==> src/rtl/uart_pkg.sv <==
// rtl/uart_pkg.sv - UART types, frame defaults and parity helper shared by transmitter and receiver
package uart_pkg;

   localparam int UART_DATA_BITS = 8;
   localparam int UART_STOP_BITS = 2;

   typedef enum logic [2:0] {
      IDLE,
      START,
      DATA,
      PARITY,
      STOP
   } uart_state_e;

   // even_mode=1 returns the XOR of the data bits; even_mode=0 returns its inverse
   function automatic logic uart_parity(input logic [7:0] data, input logic even_mode);
      return even_mode ? ^data : ~^data;
   endfunction

endpackage

==> src/rtl/uart_transmit_if.sv <==
// rtl/uart_transmit_if.sv - byte handshake between the controller and the UART transmitter
interface uart_transmit_if;

   logic       tx_valid;
   logic [7:0] data_in;
   logic       tx_ready;

   modport master (output tx_valid, output data_in, input tx_ready);
   modport slave  (input tx_valid, input data_in, output tx_ready);

endinterface

==> src/rtl/uart_tx_hold.sv <==
// rtl/uart_tx_hold.sv - one-entry holding register in front of the transmit shift register
module uart_tx_hold (
   input  logic           clk_in,
   input  logic           nreset,
   uart_transmit_if.slave host,
   input  logic           unload,
   output logic           full,
   output logic [7:0]     data
);

   assign host.tx_ready = ~full;

   // unload only ever happens while full, so it can never collide with an acceptance
   always_ff @(posedge clk_in or negedge nreset) begin
      if (!nreset) begin
         full <= 1'b0;
         data <= '0;
      end else if (unload) begin
         full <= 1'b0;
      end else if (host.tx_valid && !full) begin
         full <= 1'b1;
         data <= host.data_in;
      end
   end

endmodule

==> src/rtl/uart_transmit.sv <==
// rtl/uart_transmit.sv - UART transmitter: frame FSM, shift register and registered line outputs.
// Define UART_TX_PARITY_EN to add the parity bit between the data and stop bits.
module uart_transmit
   import uart_pkg::*;
#(
   parameter int DATA_BITS = UART_DATA_BITS,
   parameter int STOP_BITS = UART_STOP_BITS
) (
   input  logic           clk_in,
   input  logic           nreset,
   input  logic           parity_mode,
   uart_transmit_if.slave host,
   output logic           serial_out,
   output logic           busy,
   output logic           tx_done
);

   localparam logic [2:0] LAST_DATA = 3'(DATA_BITS - 1);
   localparam logic       STOP_LAST = 1'(STOP_BITS - 1);

   uart_state_e state;
   logic [7:0]  shreg;
   logic [2:0]  bit_cnt;
   logic        stop_cnt;
   logic        hold_full;
   logic [7:0]  hold_data;
   logic        last_stop;
   logic        unload;

`ifdef UART_TX_PARITY_EN
   logic        par_bit;
`else
   logic        unused_parity_mode;
   assign unused_parity_mode = parity_mode;
`endif

   // a held byte is taken from IDLE or straight off the final stop bit, giving zero idle gap
   assign last_stop = (state == STOP) && (stop_cnt == STOP_LAST);
   assign unload    = hold_full && ((state == IDLE) || last_stop);

   uart_tx_hold u_hold (
      .clk_in (clk_in),
      .nreset (nreset),
      .host   (host),
      .unload (unload),
      .full   (hold_full),
      .data   (hold_data)
   );

   always_ff @(posedge clk_in or negedge nreset) begin
      if (!nreset) begin
         state      <= IDLE;
         shreg      <= '0;
         bit_cnt    <= '0;
         stop_cnt   <= 1'b0;
         serial_out <= 1'b1;
         busy       <= 1'b0;
         tx_done    <= 1'b0;
`ifdef UART_TX_PARITY_EN
         par_bit    <= 1'b0;
`endif
      end else begin
         tx_done <= 1'b0;
         if (unload) begin
            state      <= START;
            shreg      <= hold_data;
            bit_cnt    <= '0;
            stop_cnt   <= 1'b0;
            serial_out <= 1'b0;
            busy       <= 1'b1;
`ifdef UART_TX_PARITY_EN
            par_bit    <= uart_parity(hold_data, parity_mode);
`endif
         end else begin
            case (state)
               IDLE: begin
                  serial_out <= 1'b1;
                  busy       <= 1'b0;
               end
               START: begin
                  state      <= DATA;
                  serial_out <= shreg[0];
               end
               DATA: begin
                  if (bit_cnt == LAST_DATA) begin
                     bit_cnt <= '0;
`ifdef UART_TX_PARITY_EN
                     state      <= PARITY;
                     serial_out <= par_bit;
`else
                     state      <= STOP;
                     serial_out <= 1'b1;
                     tx_done    <= (STOP_LAST == 1'b0);
`endif
                  end else begin
                     bit_cnt    <= bit_cnt + 3'd1;
                     shreg      <= {1'b0, shreg[7:1]};
                     serial_out <= shreg[1];
                  end
               end
`ifdef UART_TX_PARITY_EN
               PARITY: begin
                  state      <= STOP;
                  serial_out <= 1'b1;
                  tx_done    <= (STOP_LAST == 1'b0);
               end
`endif
               STOP: begin
                  serial_out <= 1'b1;
                  if (stop_cnt == STOP_LAST) begin
                     state    <= IDLE;
                     busy     <= 1'b0;
                     stop_cnt <= 1'b0;
                  end else begin
                     stop_cnt <= stop_cnt + 1'b1;
                     tx_done  <= ((stop_cnt + 1'b1) == STOP_LAST);
                  end
               end
               default: begin
                  state      <= IDLE;
                  serial_out <= 1'b1;
                  busy       <= 1'b0;
               end
            endcase
         end
      end
   end

endmodule

==> src/flat_wrapper.sv <==
// flat-port wrapper written by rule: the top's interface ports become plain ports
module uart_transmit_flat import uart_pkg::*;
#(
   parameter int DATA_BITS = UART_DATA_BITS,
   parameter int STOP_BITS = UART_STOP_BITS
)
  (clk_in, nreset, parity_mode, serial_out, busy, tx_done, host_tx_valid, host_data_in, host_tx_ready);
  uart_transmit_if host_i ();
  input  logic clk_in;
  input  logic nreset;
  input  logic parity_mode;
  output logic serial_out;
  output logic busy;
  output logic tx_done;
  input wire logic [$bits(host_i.tx_valid)-1:0] host_tx_valid;
  input wire logic [$bits(host_i.data_in)-1:0] host_data_in;
  output wire logic [$bits(host_i.tx_ready)-1:0] host_tx_ready;
  assign host_i.tx_valid = host_tx_valid;
  assign host_i.data_in = host_data_in;
  assign host_tx_ready = host_i.tx_ready;
  uart_transmit #(.DATA_BITS(DATA_BITS), .STOP_BITS(STOP_BITS)) u_core (.clk_in(clk_in), .nreset(nreset), .parity_mode(parity_mode), .host(host_i), .serial_out(serial_out), .busy(busy), .tx_done(tx_done));
endmodule
==> config.mk <==
export PLATFORM = sky130hd
export DESIGN_NAME = uart_transmit_flat
export DESIGN_NICKNAME = d
export VERILOG_FILES = /design/src/rtl/uart_pkg.sv /design/src/rtl/uart_transmit_if.sv /design/src/rtl/uart_tx_hold.sv /design/src/rtl/uart_transmit.sv /design/src/flat_wrapper.sv
export SDC_FILE = /design/constraint.sdc
export NUM_CORES = 1
export LEC_CHECK = 0
export ABC_AREA = 1
export BUFFER_PORTS_ARGS = -buffer_cell sky130_fd_sc_hd__buf_2
export CAP_MARGIN = 30
export CORE_MARGIN = 5
export CORE_UTILIZATION = 30
export DETAILED_ROUTE_END_ITERATION = 16
export SETUP_SLACK_MARGIN = 0.3
export SLEW_MARGIN = 20
export SYNTH_ARGS = -nofsm -noshare
export SYNTH_HDL_FRONTEND = slang
export SYNTH_SLANG_ARGS = --single-unit
==> constraint.sdc <==
create_clock -name clk_in -period 4.07 [get_ports clk_in]
set_clock_uncertainty 0.1 [all_clocks]
set_input_delay 0.407 -clock clk_in [delete_from_list [all_inputs] [get_ports clk_in]]
set_output_delay 0.407 -clock clk_in [all_outputs]
set_load 0.02 [all_outputs]
### Word-level counts from Yosys, hierarchy flattened

Cells that the tools add are included.
W data, S select, Z words.

| storage, ports and cells | value |
|---|---|
| flip-flop bits (word level) | 27 |
| input port bits | 12 |
| word-level logic and storage cells | 59 |

| cells by class | value |
|---|---|
| $add $sub $neg | 2 |
| equality and inequality tests | 9 |
| multiplexer cells | 23 |
| bitwise gates (word level) | 2 |
| reduce and logical (&&, ||, !) cells | 14 |

Operator list:

| kind | count |
|---|---|
| $mux W8 | 3 |
| $mux W3 | 6 |
| $pmux W3 S4 | 1 |
| $mux W1 | 11 |
| $eq A3 B3 Y1 const B | 2 |
| $ne A3 B2 Y1 const B | 2 |
| $reduce_and A2 Y1 | 3 |
| $reduce_bool A2 Y1 | 3 |
| $ne A2 B2 Y1 const B | 2 |
| $pmux W1 S2 | 2 |
| $add A3 B1 Y3 const B | 1 |
| $eq A3 B1 Y1 const B | 1 |
| $eq A3 B2 Y1 const B | 1 |
| $logic_and A1 B1 Y1 | 3 |
| $logic_not A3 Y1 | 1 |
| $reduce_and A3 Y1 | 1 |
| $ne A2 B1 Y1 const B | 1 |
| $not A1 Y1 | 2 |
| $reduce_or A2 Y1 | 1 |
| $add A1 B1 Y1 const B | 1 |
| $logic_not A1 Y1 | 1 |
| $logic_or A1 B1 Y1 | 1 |

### Depth between registers and ports, before layout

| depth | value |
|---|---|
| depth after elaboration | 6 |
| mapped depth | 7 |

### Hierarchy

A second synthesis with hierarchy kept.

| second synthesis, totals | value |
|---|---|
| cells, all modules | 146 |
| area, all modules | 1,296.2 um^2 |

Modules (own cells, without submodules):

| module | instances | cells each | area an instance (um^2) |
|---|---|---|---|
| uart_transmit | 1 | 107 | 915.9 |
| uart_tx_hold | 1 | 39 | 380.4 |

### Worst setup path before layout

Ideal clock, no wire load.

| timing | value |
|---|---|
| kind | reg-to-reg |
| start point | register u_core.bit_cnt[0] |
| end point | register u_core.shreg[2] |
| library setup time | 121 ps |
| data arrival time | 1,204 ps |
| slack | 2,645 ps |
| cell stages (with the launch flop) | 8 |
| path buffers | 0 |
| period minus slack after synthesis | 1,425 ps |
| cells stage by stage | dfrtp_1 ha_1 ha_1 nand3b_4 inv_2 nor2_2 nand2_1 nand2_1 |

| on the way | value |
|---|---|
| longest elaborated chain between the ends | 3 |

Ends and longest elaborated chain:

| what | line | text |
|---|---|---|
| from (decl) | uart_transmit.sv:23 | `logic [2:0] bit_cnt;` |
| from (signal assigned) | uart_transmit.sv:96 | `bit_cnt <= bit_cnt + 3'd1;` |
| $eq A3 B3 Y1 | uart_transmit.sv:85 | `if (bit_cnt == LAST_DATA) begin` |
| $ne A2 B2 Y1 (no line) | -- |  |
| $reduce_and A2 Y1 (no line) | -- |  |
| to (signal assigned) | uart_transmit.sv:66 | `shreg <= hold_data;` |
| to (signal assigned) | uart_transmit.sv:97 | `shreg <= {1'b0, shreg[7:1]};` |
| to (decl) | uart_transmit.sv:22 | `logic [7:0] shreg;` |

No other way between the ends.
A chain may end at the register's enable or synchronous reset.

### Final worst setup path

| timing | value |
|---|---|
| start point | register u_core.bit_cnt[0] |
| end point | register u_core.shreg[4] |

The elaborated chain is that of the path after synthesis.

==> run summary <==
initial core utilization - 0.314
total gr overflow - 0
routed len/inst - 11.5 µm
die width - 72.3 µm
Synth top area share - 0.558
CTS tree - done
number of synthesized flops with an enable pin - 0
Worst-Margin Slew - 0.591 ns
Synth area leaders - dfrtp_1 (56%), nand2_1 (10%), mux2_2 (7.7%), nand3_1 (3.9%), inv_1 (2.9%)
most common cell in the netlist - nand2_1
post-CTS sizing - 0
Leak - 0.678 nW
initial antenna violation count - 0
Post-Syn Area per Cell - 10.1 µm²
Hold-fix buffers, CTS - 0
PortBufs - 14
RSZ-0062 raised after global routing - no
Worst Setup End Kind - flip-flop
Worst Path Required - 4.15 ns
Clock Pin Slew Worst Setup and Hold Paths - 0.10 ns
Die Footprint - 0.00523 mm²
Crit Path Category - flip-flop to flip-flop
Synth area leader - dfrtp_1
Peak Freq - 626 MHz
Cell Area, Synth - 0.00117 mm²
number of synthesized register bits - 27
Cells after Synth - 115
Vias - 825
Syn Nets - 129
share of cells above drive strength 1 - 0.273
status - completed
Max VDD drop - 0.354 mV
Final TNS setup - 0 ns
dpl cells - 176
DRT Pass-1 Iters - 5
row count - 22
crit share post-route - 0.393
YS warnings - 0
sequential element share of the synthesized area - 0.580
final core occ - 0.359
Post-Layout Cell Count - 180
post-route ant nets - 0
DRC violations left - 0
max-cap check violation count - 0
clock buffer count from CTS - 3
CTS Sinks - 27
routed wire length - 2060 µm
largest net degree at the start of global routing - 28
async set-or-reset flop fraction in the synthesized netlist - 1.00
final number of hold-violating endpoints - 0
setup slack, reg-to-reg - 2.47 ns
FF-to-FF End - u_core.shreg[4]
crit start category - flip-flop
DRT iter0 DRCs - 31
hpwl dp - 1520 µm
Synth cell types - 22
H-tree Lvls - 1
sequential cell area - 677 µm²
clock latency reported for the late side of the worst-skew pair - 0.28 ns
Filler Cells Inserted - 380
number of global-route vias before repair - 838
Worst EP arrival - 1.68 ns
area of the multi-input gates - 440 µm²
reg2reg start - u_core.bit_cnt[0]
root buffer cell - clkbuf_8
reg2reg path depth - 7
gpl congestion - 0.876
Tmin final - 1.60 ns
CORE AREA - 0.00372 mm²
setup violators final - 0
Total GRT Usage - 0.0875
worst-path maximum fanout - 10
nets - 147
clock tree buffer depth - 2
Hold Crit Class - primary input to async pin
buffers inserted during post-CTS setup optimization - 0
P&R area growth vs syn - 14.5%
die height - 72.3 µm
Ports - 16
Post-synth top flop - dfrtp_1
Slew Viols, Final - 0
Power Density - 765 mW/mm²
Post-synth top cells - nand2_1 (31), dfrtp_1 (26), inv_1 (9), nand3_1 (9)
first-pass GRT wire length - 3550 µm
max_slew headroom - 0.606
routed vias/inst - 4.58
n_diodes - 0
-- worst max path at each step --
stage,end,depth (start not counted),slack [ns],startpoint
floorplan,u_core.shreg[2],7,2.65,u_core.bit_cnt[0]
global placement,u_core.shreg[5],7,2.49,u_core.bit_cnt[0]
detailed placement,u_core.shreg[4],7,2.47,u_core.bit_cnt[0]
CTS,u_core.shreg[4],7,2.45,u_core.bit_cnt[0]
global route,u_core.shreg[4],7,2.36,u_core.bit_cnt[0]
finish,u_core.shreg[4],7,2.47,u_core.bit_cnt[0]
-- per-stage QoR --
step           cell area (µm²)  hold WS, ns  worst slack, ns  total power, W
6_report                  1340       0.0152             2.47         0.00102
5_1_grt                   1340       0.0616             2.36         0.00111
4_1_cts                   1340       0.0312             2.45         0.00104
3_5_place_dp              1280        0.348             2.47        0.000876
3_3_place_gp              1280        0.345             2.49        0.000854
2_1_floorplan             1170       0.0114             2.65        0.000779
-- cell type report --
class                           instances  share of cell area
Clock inverter                          1             0.00656
Sequential cell                        27               0.507
Tap cell                               48              0.0450
Multi-Input combinational cell         77               0.330
Inverter                               10              0.0281
Clock buffer                            3              0.0309
Timing Repair Buffer                   14              0.0525
-- kinds of logic (layout without fill, tap and decap cells) --
group / after synthesis / after routing / synth area share
mux: 8 / 8 / 0.0773
flops: 27 / 27 / 0.580
compound gates: 11 / 11 / 0.0558
buf+inv: 11 / 28 / 0.0418
fa+ha+maj: 2 / 2 / 0.0215
simple gates: 56 / 56 / 0.223
-- state kept, by name (all words and copies together), names as in the netlist --
register and flops:
u_core.shreg 8, u_core.serial_out 1, u_core.tx_done 1, u_core.stop_cnt 1, u_core.u_hold.full 1, u_core.state 3, u_core.u_hold.data 8, u_core.busy 1
u_core.bit_cnt 3
-- routing by layer --
metal  part of all wire  up-vias  track usage
met5                  0        -            0
met3              0.055        4       0.0346
met1               0.41      396       0.0913
met2               0.52       15        0.158
li1                   -      410            -
met4              0.017        0       0.0313
-- power by group --
part | total (W) | leakage, nW | switching [W] | internal, W
clock | 0.000164 | 0.0261 | 0.0000916 | 0.0000721
sequential | 0.000462 | 0.334 | 0.0000707 | 0.000392
combinational | 0.000395 | 0.318 | 0.000238 | 0.000157
total | 0.00102 | 0.678 | 0.000400 | 0.000621
-- placed cells by master (no fill, tap or decap), types with 2 or more instances in the layout --
cell type  instances
o21ai_0            3
nand2_1           31
inv_1              9
nand3_1            9
ha_1               2
mux2_2             8
buf_2             14
dfrtp_1           26
nor2_1             8
nor2_2             3
clkbuf_8           3
a21oi_1            4
-- worst max-delay path, stage by stage (launching register included) --
cell	delay, ns
dfrtp_1	0.41
ha_1	0.20
ha_1	0.21
nand3b_4	0.23
inv_2	0.13
nor2_2	0.08
nand2_1	0.08
nand2_1	0.05
(Power assumes the default switching activity.)
